## config.mk

```make
export PLATFORM = sky130hd
export DESIGN_NAME = axil_slave_mem
export DESIGN_NICKNAME = d
export VERILOG_FILES = /design/src/rtl/axil_pkg.sv /design/src/rtl/axil_addr_decode.sv /design/src/rtl/axil_slave_mem.sv
export SDC_FILE = /design/constraint.sdc
export NUM_CORES = 1
export LEC_CHECK = 0
export ABC_AREA = 1
export BUFFER_PORTS_ARGS = -buffer_cell sky130_fd_sc_hd__buf_4
export CORE_MARGIN = 2
export CORE_UTILIZATION = 30
export DETAILED_ROUTE_END_ITERATION = 10
export SYNTH_ARGS = -nofsm -noshare
export SYNTH_HDL_FRONTEND = slang
export SYNTH_HIERARCHICAL = 1
export SYNTH_SLANG_ARGS = --single-unit
export TNS_END_PERCENT = 20
```

## constraint.sdc

```tcl
create_clock -name aclk -period 2.8 [get_ports aclk]
set_input_delay 0.56 -clock aclk [delete_from_list [all_inputs] [get_ports aclk]]
set_output_delay 0.56 -clock aclk [all_outputs]
set_load 0.02 [all_outputs]
```

## src/rtl/axil_pkg.sv

```systemverilog
// Shared AXI-Lite slave types: response codes, write/read FSM states and the
// byte-strobe merge helper used when AXIL_SLV_WSTRB_EN is defined.
package axil_pkg;

  typedef enum logic [1:0] {
    RESP_OKAY   = 2'b00,
    RESP_SLVERR = 2'b10
  } axil_resp_e;

  typedef enum logic [1:0] {
    WR_IDLE = 2'd0,
    WR_WAIT = 2'd1,
    WR_RESP = 2'd2
  } wr_state_e;

  typedef enum logic {
    RD_IDLE = 1'b0,
    RD_RESP = 1'b1
  } rd_state_e;

  function automatic logic [31:0] merge_strb(input logic [31:0] old_word,
                                             input logic [31:0] new_word,
                                             input logic [3:0]  strb);
    logic [31:0] res;
    res = old_word;
    for (int b = 0; b < 4; b++) begin
      if (strb[b]) res[8*b +: 8] = new_word[8*b +: 8];
    end
    return res;
  endfunction

endpackage

```

## src/rtl/axil_addr_decode.sv

```systemverilog
// Combinational byte-address decode: in-range flag and word index relative
// to BASE_ADDR; the two low address bits are ignored.
module axil_addr_decode #(
  parameter int unsigned DEPTH     = 16,
  parameter logic [31:0] BASE_ADDR = 32'h0000_0000
) (
  input  logic [31:0]              addr,
  output logic                     in_range,
  output logic [$clog2(DEPTH)-1:0] idx
);

  localparam int unsigned IDX_W = $clog2(DEPTH);

  logic [31:0] offset;
  logic        unused_lsb;

  // BASE_ADDR is aligned to 4*DEPTH, so the upper offset bits must all be zero.
  assign offset     = addr - BASE_ADDR;
  assign in_range   = (addr >= BASE_ADDR) && (offset[31:IDX_W+2] == '0);
  assign idx        = offset[IDX_W+1:2];
  assign unused_lsb = ^offset[1:0];

endmodule

```

## src/rtl/axil_slave_mem.sv

```systemverilog
// AXI-Lite slave backed by a DEPTH x 32-bit register memory with independent
// write and read FSMs. Define AXIL_SLV_WSTRB_EN to honour wstrb byte lanes.
module axil_slave_mem
  import axil_pkg::*;
#(
  parameter int unsigned DEPTH     = 16,
  parameter logic [31:0] BASE_ADDR = 32'h0000_0000
) (
  input  logic        aclk,
  input  logic        areset,
  input  logic [31:0] awaddr,
  input  logic [3:0]  awcache,
  input  logic [2:0]  awprot,
  input  logic        awvalid,
  output logic        awready,
  input  logic [31:0] wdata,
  input  logic [3:0]  wstrb,
  input  logic        wvalid,
  output logic        wready,
  output logic [1:0]  bresp,
  output logic        bvalid,
  input  logic        bready,
  input  logic [31:0] araddr,
  input  logic [3:0]  arcache,
  input  logic [2:0]  arprot,
  input  logic        arvalid,
  output logic        arready,
  output logic [31:0] rdata,
  output logic [1:0]  rresp,
  output logic        rvalid,
  input  logic        rready
);

  localparam int unsigned IDX_W = $clog2(DEPTH);

  // Handshakes: a beat transfers on an aclk edge where valid & ready are both
  // high; every ready here is a function of registered state only.
  wr_state_e   wr_state_q, wr_state_d;
  logic        aw_held_q, aw_held_d, w_held_q, w_held_d;
  logic [31:0] awaddr_q, awaddr_d, wdata_q, wdata_d;
  logic [3:0]  wstrb_q, wstrb_d;
  axil_resp_e  bresp_q, bresp_d;
  rd_state_e   rd_state_q, rd_state_d;
  logic [31:0] rdata_q, rdata_d;
  axil_resp_e  rresp_q, rresp_d;
  logic [31:0] mem_q [DEPTH];
  logic [31:0] mem_d [DEPTH];

  logic             aw_fire, w_fire, ar_fire;
  logic [31:0]      wr_addr_eff, wr_data_eff, wr_word;
  logic [3:0]       wr_strb_eff;
  logic             wr_in_range, rd_in_range;
  logic [IDX_W-1:0] wr_idx, rd_idx;
  logic             unused_ports;

  assign awready = (wr_state_q != WR_RESP) && !aw_held_q;
  assign wready  = (wr_state_q != WR_RESP) && !w_held_q;
  assign bvalid  = (wr_state_q == WR_RESP);
  assign bresp   = bresp_q;
  assign arready = (rd_state_q == RD_IDLE);
  assign rvalid  = (rd_state_q == RD_RESP);
  assign rdata   = rdata_q;
  assign rresp   = rresp_q;

  assign aw_fire = awvalid && awready;
  assign w_fire  = wvalid && wready;
  assign ar_fire = arvalid && arready;

  assign wr_addr_eff = aw_held_q ? awaddr_q : awaddr;
  assign wr_data_eff = w_held_q ? wdata_q : wdata;
  assign wr_strb_eff = w_held_q ? wstrb_q : wstrb;

  assign unused_ports = ^{awcache, awprot, arcache, arprot};

`ifdef AXIL_SLV_WSTRB_EN
  assign wr_word = merge_strb(mem_q[wr_idx], wr_data_eff, wr_strb_eff);
`else
  logic unused_strb;
  assign unused_strb = ^wr_strb_eff;
  assign wr_word     = wr_data_eff;
`endif

  axil_addr_decode #(.DEPTH(DEPTH), .BASE_ADDR(BASE_ADDR)) u_aw_decode (
    .addr     (wr_addr_eff),
    .in_range (wr_in_range),
    .idx      (wr_idx)
  );

  axil_addr_decode #(.DEPTH(DEPTH), .BASE_ADDR(BASE_ADDR)) u_ar_decode (
    .addr     (araddr),
    .in_range (rd_in_range),
    .idx      (rd_idx)
  );

  always_comb begin
    wr_state_d = wr_state_q;
    aw_held_d  = aw_held_q;
    w_held_d   = w_held_q;
    awaddr_d   = awaddr_q;
    wdata_d    = wdata_q;
    wstrb_d    = wstrb_q;
    bresp_d    = bresp_q;
    mem_d      = mem_q;
    unique case (wr_state_q)
      WR_IDLE, WR_WAIT: begin
        if ((aw_fire || aw_held_q) && (w_fire || w_held_q)) begin
          // Second of AW/W completes this edge: commit and respond next cycle.
          wr_state_d = WR_RESP;
          aw_held_d  = 1'b0;
          w_held_d   = 1'b0;
          if (wr_in_range) begin
            bresp_d        = RESP_OKAY;
            mem_d[wr_idx]  = wr_word;
          end else begin
            bresp_d = RESP_SLVERR;
          end
        end else begin
          if (aw_fire) begin
            aw_held_d = 1'b1;
            awaddr_d  = awaddr;
          end
          if (w_fire) begin
            w_held_d = 1'b1;
            wdata_d  = wdata;
            wstrb_d  = wstrb;
          end
          wr_state_d = (aw_held_d || w_held_d) ? WR_WAIT : WR_IDLE;
        end
      end
      WR_RESP: if (bready) wr_state_d = WR_IDLE;
      default: wr_state_d = WR_IDLE;
    endcase
  end

  // Reads sample mem_q, so a same-edge write to the same word is not visible.
  always_comb begin
    rd_state_d = rd_state_q;
    rdata_d    = rdata_q;
    rresp_d    = rresp_q;
    unique case (rd_state_q)
      RD_IDLE: begin
        if (ar_fire) begin
          rd_state_d = RD_RESP;
          rdata_d    = rd_in_range ? mem_q[rd_idx] : 32'h0;
          rresp_d    = rd_in_range ? RESP_OKAY : RESP_SLVERR;
        end
      end
      RD_RESP: if (rready) rd_state_d = RD_IDLE;
      default: rd_state_d = RD_IDLE;
    endcase
  end

  always_ff @(posedge aclk) begin
    if (areset) begin
      wr_state_q <= WR_IDLE;
      aw_held_q  <= 1'b0;
      w_held_q   <= 1'b0;
      awaddr_q   <= '0;
      wdata_q    <= '0;
      wstrb_q    <= '0;
      bresp_q    <= RESP_OKAY;
      rd_state_q <= RD_IDLE;
      rdata_q    <= '0;
      rresp_q    <= RESP_OKAY;
      mem_q      <= '{default: '0};
    end else begin
      wr_state_q <= wr_state_d;
      aw_held_q  <= aw_held_d;
      w_held_q   <= w_held_d;
      awaddr_q   <= awaddr_d;
      wdata_q    <= wdata_d;
      wstrb_q    <= wstrb_d;
      bresp_q    <= bresp_d;
      rd_state_q <= rd_state_d;
      rdata_q    <= rdata_d;
      rresp_q    <= rresp_d;
      mem_q      <= mem_d;
    end
  end

endmodule

```

-- Word level (Yosys, flattened, before mapping)
Cells that the tools add are included.
- order comparisons: 5
- equality and inequality tests: 4
- bitwise logic cells: 4
- multiplexer cells: 26
- reductions and logical operators: 23
- operator list (kind ; number):
    bitwise mux 512 bit ; 1
    two-way mux 32 bit ; 6
    binary-select mux 32 bit (select 4 bit) ; 1
    demux 32 bit (select 4 bit) ; 1
    >= comparator 32 x 1 -> 1 bit (second input constant) ; 2
    zero test 26 bit ; 2
    two-way mux 1 bit ; 11
    >= comparator 5 bit (second input constant) ; 2
    inverter 4 -> 5 bit ; 2
    logical AND 1 bit ; 9
    AND reduction 3 bit ; 3
    two-way mux 2 bit ; 4
    < comparator 5 x 1 -> 1 bit (second input constant) ; 1
    one-hot mux 2 bit (2 select lines) ; 1
    AND reduction 2 bit ; 2
    logical OR 1 bit ; 3
    == test 2 x 1 -> 1 bit (second input constant) ; 1
    == test 2 bit (second input constant) ; 1
    zero test 1 bit ; 2
    zero test 2 bit ; 1
    != test 2 x 1 -> 1 bit (second input constant) ; 1
    != test 2 bit (second input constant) ; 1
    inverter 1 bit ; 2
    one-hot mux 1 bit (2 select lines) ; 1
    OR reduction 2 bit ; 1
- logic and storage cells: 87
- output and inout bits: 41
- input port bits: 121
- register bits: 617

-- Logic depth before layout (Yosys ltp)
- word-level depth: 11
- gate-level depth with buffers: 16
- depth with buffers taken out: 13

-- Hierarchy
Netlist, hierarchy kept.
- by module, submodules not included (module ; times used ; area each (µm²) ; seq. area each (µm²) ; cells each):
    axil_slave_mem ; 1 ; 27196.1 ; 12311.8 ; 3975
    axil_addr_decode ; 2 ; 128.9 ; 0.0 ; 29

-- Least setup slack after synthesis
No wires, ideal clock.
- path type: register -> register
- start: reg wr_state_q[1]
- end: reg awaddr_q[30]
- period minus slack after synthesis: 2.491 ns
- setup slack: 0.309 ns
- arrival time: 2.421 ns
- buffers on the path: 1
- cell stages (with the launch flop): 13
- required time: 2.730 ns
- library setup time: 0.070 ns
- cells stage by stage: dfxtp_1 > clkinv_1 > nor2_2 > nor3_1 > nor2_1 > inv_1 > ha_1 > inv_1 > nand2_1 > nor4_4 > clkbuf_1 > o21ai_0 > a21oi_1
- longest elaborated chain between the ends: 7
- elaborated cells on any way between the ends: 13
- classes of those cells: eq/ne: 2; bitwise: 1; reduce/logical: 10
- RTL lines (element ; line ; RTL):
    from (decl) ; axil_slave_mem.sv:38 ; wr_state_e wr_state_q, wr_state_d;
    from (signal assigned) ; axil_slave_mem.sv:167 ; wr_state_q <= wr_state_d;
    != test 2 bit ; axil_slave_mem.sv:56, axil_slave_mem.sv:57 ;
    logical AND 1 bit, on equally long branches ; axil_slave_mem.sv:56, axil_slave_mem.sv:57 ;
    logical AND 1 bit, on equally long branches ; axil_slave_mem.sv:65, axil_slave_mem.sv:66 ;
    logical OR 1 bit ; axil_slave_mem.sv:106 ; if ((aw_fire || aw_held_q) && (w_fire || w_held_q)) begin
    logical AND 1 bit ; axil_slave_mem.sv:106 ;
    inverter 1 bit (no source line) ; - ;
    AND reduction 3 bit (no source line) * ; - ;
    to (signal assigned) ; axil_slave_mem.sv:170 ; awaddr_q <= awaddr_d;
    to (decl) ; axil_slave_mem.sv:40 ; logic [31:0] awaddr_q, awaddr_d, wdata_q, wdata_d;
Mark *: on every way between the ends. The rest lies on a longest branch, timed or not.
A chain may end at the register's enable or synchronous reset.

-- Worst setup path after layout
- start: reg aw_held_q
- end: reg mem_q[468] (netlist name)
- longest elaborated chain between the ends: 7
- elaborated cells on any way between the ends: 17
- classes of those cells: order compare: 3; mux: 4; bitwise: 1; reduce/logical: 9
- RTL lines (element ; line ; RTL):
    from (decl) ; axil_slave_mem.sv:39 ; logic aw_held_q, aw_held_d, w_held_q, w_held_d;
    from (signal assigned) ; axil_slave_mem.sv:168 ; aw_held_q <= aw_held_d;
    two-way mux 32 bit * ; axil_slave_mem.sv:69 ; assign wr_addr_eff = aw_held_q ? awaddr_q : awaddr;
    via wr_addr_eff[5] ; axil_slave_mem.sv:50 ; logic [31:0] wr_addr_eff, wr_data_eff, wr_word;
    parallel branches: the longest is 6 deep, another holds >= comparator 32 x 1 -> 1 bit ; - ;
    to (signal assigned) ; axil_slave_mem.sv:177 ; mem_q <= mem_d;
    to (decl) ; axil_slave_mem.sv:46 ; logic [31:0] mem_q [DEPTH];
Mark *: on every way through the listed nets, which the timed path passes.

==> summary.txt <==
Run status
  • Outcome: complete, no violations

STA
  • Setup skew after layout: 25.3 ps
  • Actual slew at the worst max-slew pin: 1120 ps
  • Worst Slack Setup Final: 280 ps
  • RSZ-0062 raised after global routing: false
  • Max-slew violations: 0
  • Min cycle time layout: 2520 ps
  • Final setup viols: 0
  • Final TNS setup: 0 ps
  • Fin crit share: 0.900
  • Worst hold-check slack: 168 ps
  • Peak Freq: 397 MHz
  • Final Hold Viols: 0
  • Headroom to the max-slew limit: 0.246

Cells and area
  • Final net count: 4097
  • Area grow syn2layout: 15.9%
  • Non-filler cells, final: 5191
  • Layout cells sized above 1: 0.0867
  • Ant diodes: 0

Clock network
  • Clock sink count: 613
  • Clock latency on the worst-skew pair: 650 ps
  • Reg clk slew, reported paths: 60 ps
  • Longest Clk Path Bufs: 3
  • CTS HTree Levels: 2
  • TritonCTS clock tree: done
  • TritonCTS buffer count: 61
  • Hold-fix buffers at CTS: 0
  • Root Driver: clkbuf_16

Routing
  • Final wirelength: 80800 microns
  • Detail Route Antenna Nets: 0
  • Vias: 24600
  • DRT iter0 DRCs: 1716
  • DRC: 0
  • WL/cell: 15.6 microns
  • 1st-pass router iterations: 5
  • Via density per instance: 4.74

Global routing
  • Number of global-route vias before repair: 22200
  • Initial antenna violation count: 3
  • Global-route wire length before repair: 127000 microns
  • Pin count of the biggest net entering global routing: 119
  • GRT overflow: 0
  • Total track usage: 0.168

Placement
  • Pre-CTS setup slack: 95.0 ps
  • Cells after DPL: 5086
  • RePlAce Congestion: 0.761
  • Hpwl dp: 44700 microns
  • PortBufs: 137

Floorplanning
  • Core area: 90100 sq um
  • Chip height: 306 microns
  • IO Count: 162
  • Die span in x: 306 microns
  • Die area: 93700 sq um
  • Row Count: 110
  • Starting Density: 0.304

Logic synthesis
  • Syn_area_per_cell: 6.81 sq um
  • Syn Inst Count: 4021
  • Mapped Area: 27400 sq um
  • Syn. warnings: 6

Critical path
  • Setup crit end kind: flop
  • Critical-path maximum fanout: 64
  • CP Launch Point: aw_held_q
  • Critical Setup Path Class: reg2reg
  • Worst R2R End: mem_q[468]
  • WP data required: 3360 ps
  • Worst Reg2Reg Path Length in Cells: 8
  • Worst r2r src: aw_held_q
  • Crit start category: flop
  • R2r setup slk: 280 ps
  • Critical path endpoint: mem_q[468]
  • Worst Path Arrival: 3080 ps

Power and ir drop
  • Total Power: 0.0207 W
  • VDD IR-drop max: 0.416 mV
  • Pwr dens: 654 nW/um^2
  • Pleak: 12.7 nW

Job
  • Max cap viols: 0

Hold path
  • Hold path depth: 3
  • Hold Crit Class: in2reg
## critical path, stage by stage (launching register included)
cell and delay [ps]:
dfxtp_2 350, buf_4 170, o21ai_0 880, nor3_2 160, buf_4 210, nand2_2 70
buf_12 300, o21ai_0 120, a21oi_1 140
## per-stage QoR
stage | cell area [sq um] | util
after floorplan | 27400 | -
after global routing | 31700 | 0.352
after detailed placement | 29800 | 0.330
after global placement | 29800 | 0.330
final | 31700 | 0.352
after CTS | 31700 | 0.352
## layout make-up
| type | instances | area, sq um |
|---|---|---|
| clock buffer | 92 | 1760 |
| clock inverter | 13 | 174 |
| fill | 9532 | 58400 |
| inverter | 591 | 2240 |
| multi-input combinational | 2470 | 11600 |
| sequential | 613 | 12300 |
| tap | 1176 | 1470 |
| timing repair buffer | 236 | 2230 |
## worst min-delay path by stage
stage / startpoint / end / slack [ps]
after global routing: awaddr[31] / awaddr_q[31] / 170
after CTS: wdata[19] / wdata_q[19] / 140
after floorplan: mem_q[0] / mem_q[0] / 430
after global placement: mem_q[214] / mem_q[214] / 440
after detailed placement: mem_q[336] / mem_q[336] / 440
final: wdata[19] / wdata_q[19] / 170
## state kept, by name, summed over array words and instances, names as in the netlist, 2 cells and up
| signal | cells |
|---|---|
| wdata_q | 32 |
| rdata | 32 |
| wr_state_q | 2 |
| mem_q | 512 |
| awaddr_q | 30 |
## cell usage in the layout (no fill, tap or decap), types with 3 or more instances in the layout
master	n
nand2_1	690
nand3_1	448
o21ai_0	594
clkinv_2	7
buf_6	3
nor2_1	46
ha_1	3
clkbuf_16	61
nand4_1	6
bufinv_16	3
nor3_1	5
a21oi_1	608
nand2_2	9
clkbuf_1	19
buf_12	35
dfxtp_1	611
clkbuf_8	13
o21ai_1	45
buf_4	197
inv_2	3
inv_1	584
## layer usage
metal	up-vias	part of all wire	track usage
met1	11100	0.47	0.228
met3	138	0.053	0.0256
met2	498	0.45	0.273
met4	4	0.030	0.0542
li1	12800	-	-
met5	-	0.00036	0
## what timing repair did
action | CTS | global route
endpoints found under the setup margin | 0 | 26
buffers inserted | 0 | 0
gates resized for setup | 0 | 4
## power by group
group / internal (W) / leakage, nW / switching [W] / total [W]
clock network: 0.00460 / 0.954 / 0.00354 / 0.00814
logic: 0.00103 / 6.75 / 0.00232 / 0.00335
registers: 0.00906 / 4.95 / 0.000174 / 0.00924
total: 0.0147 / 12.7 / 0.00603 / 0.0207
No activity file was read; power rests on OpenSTA's default activity.
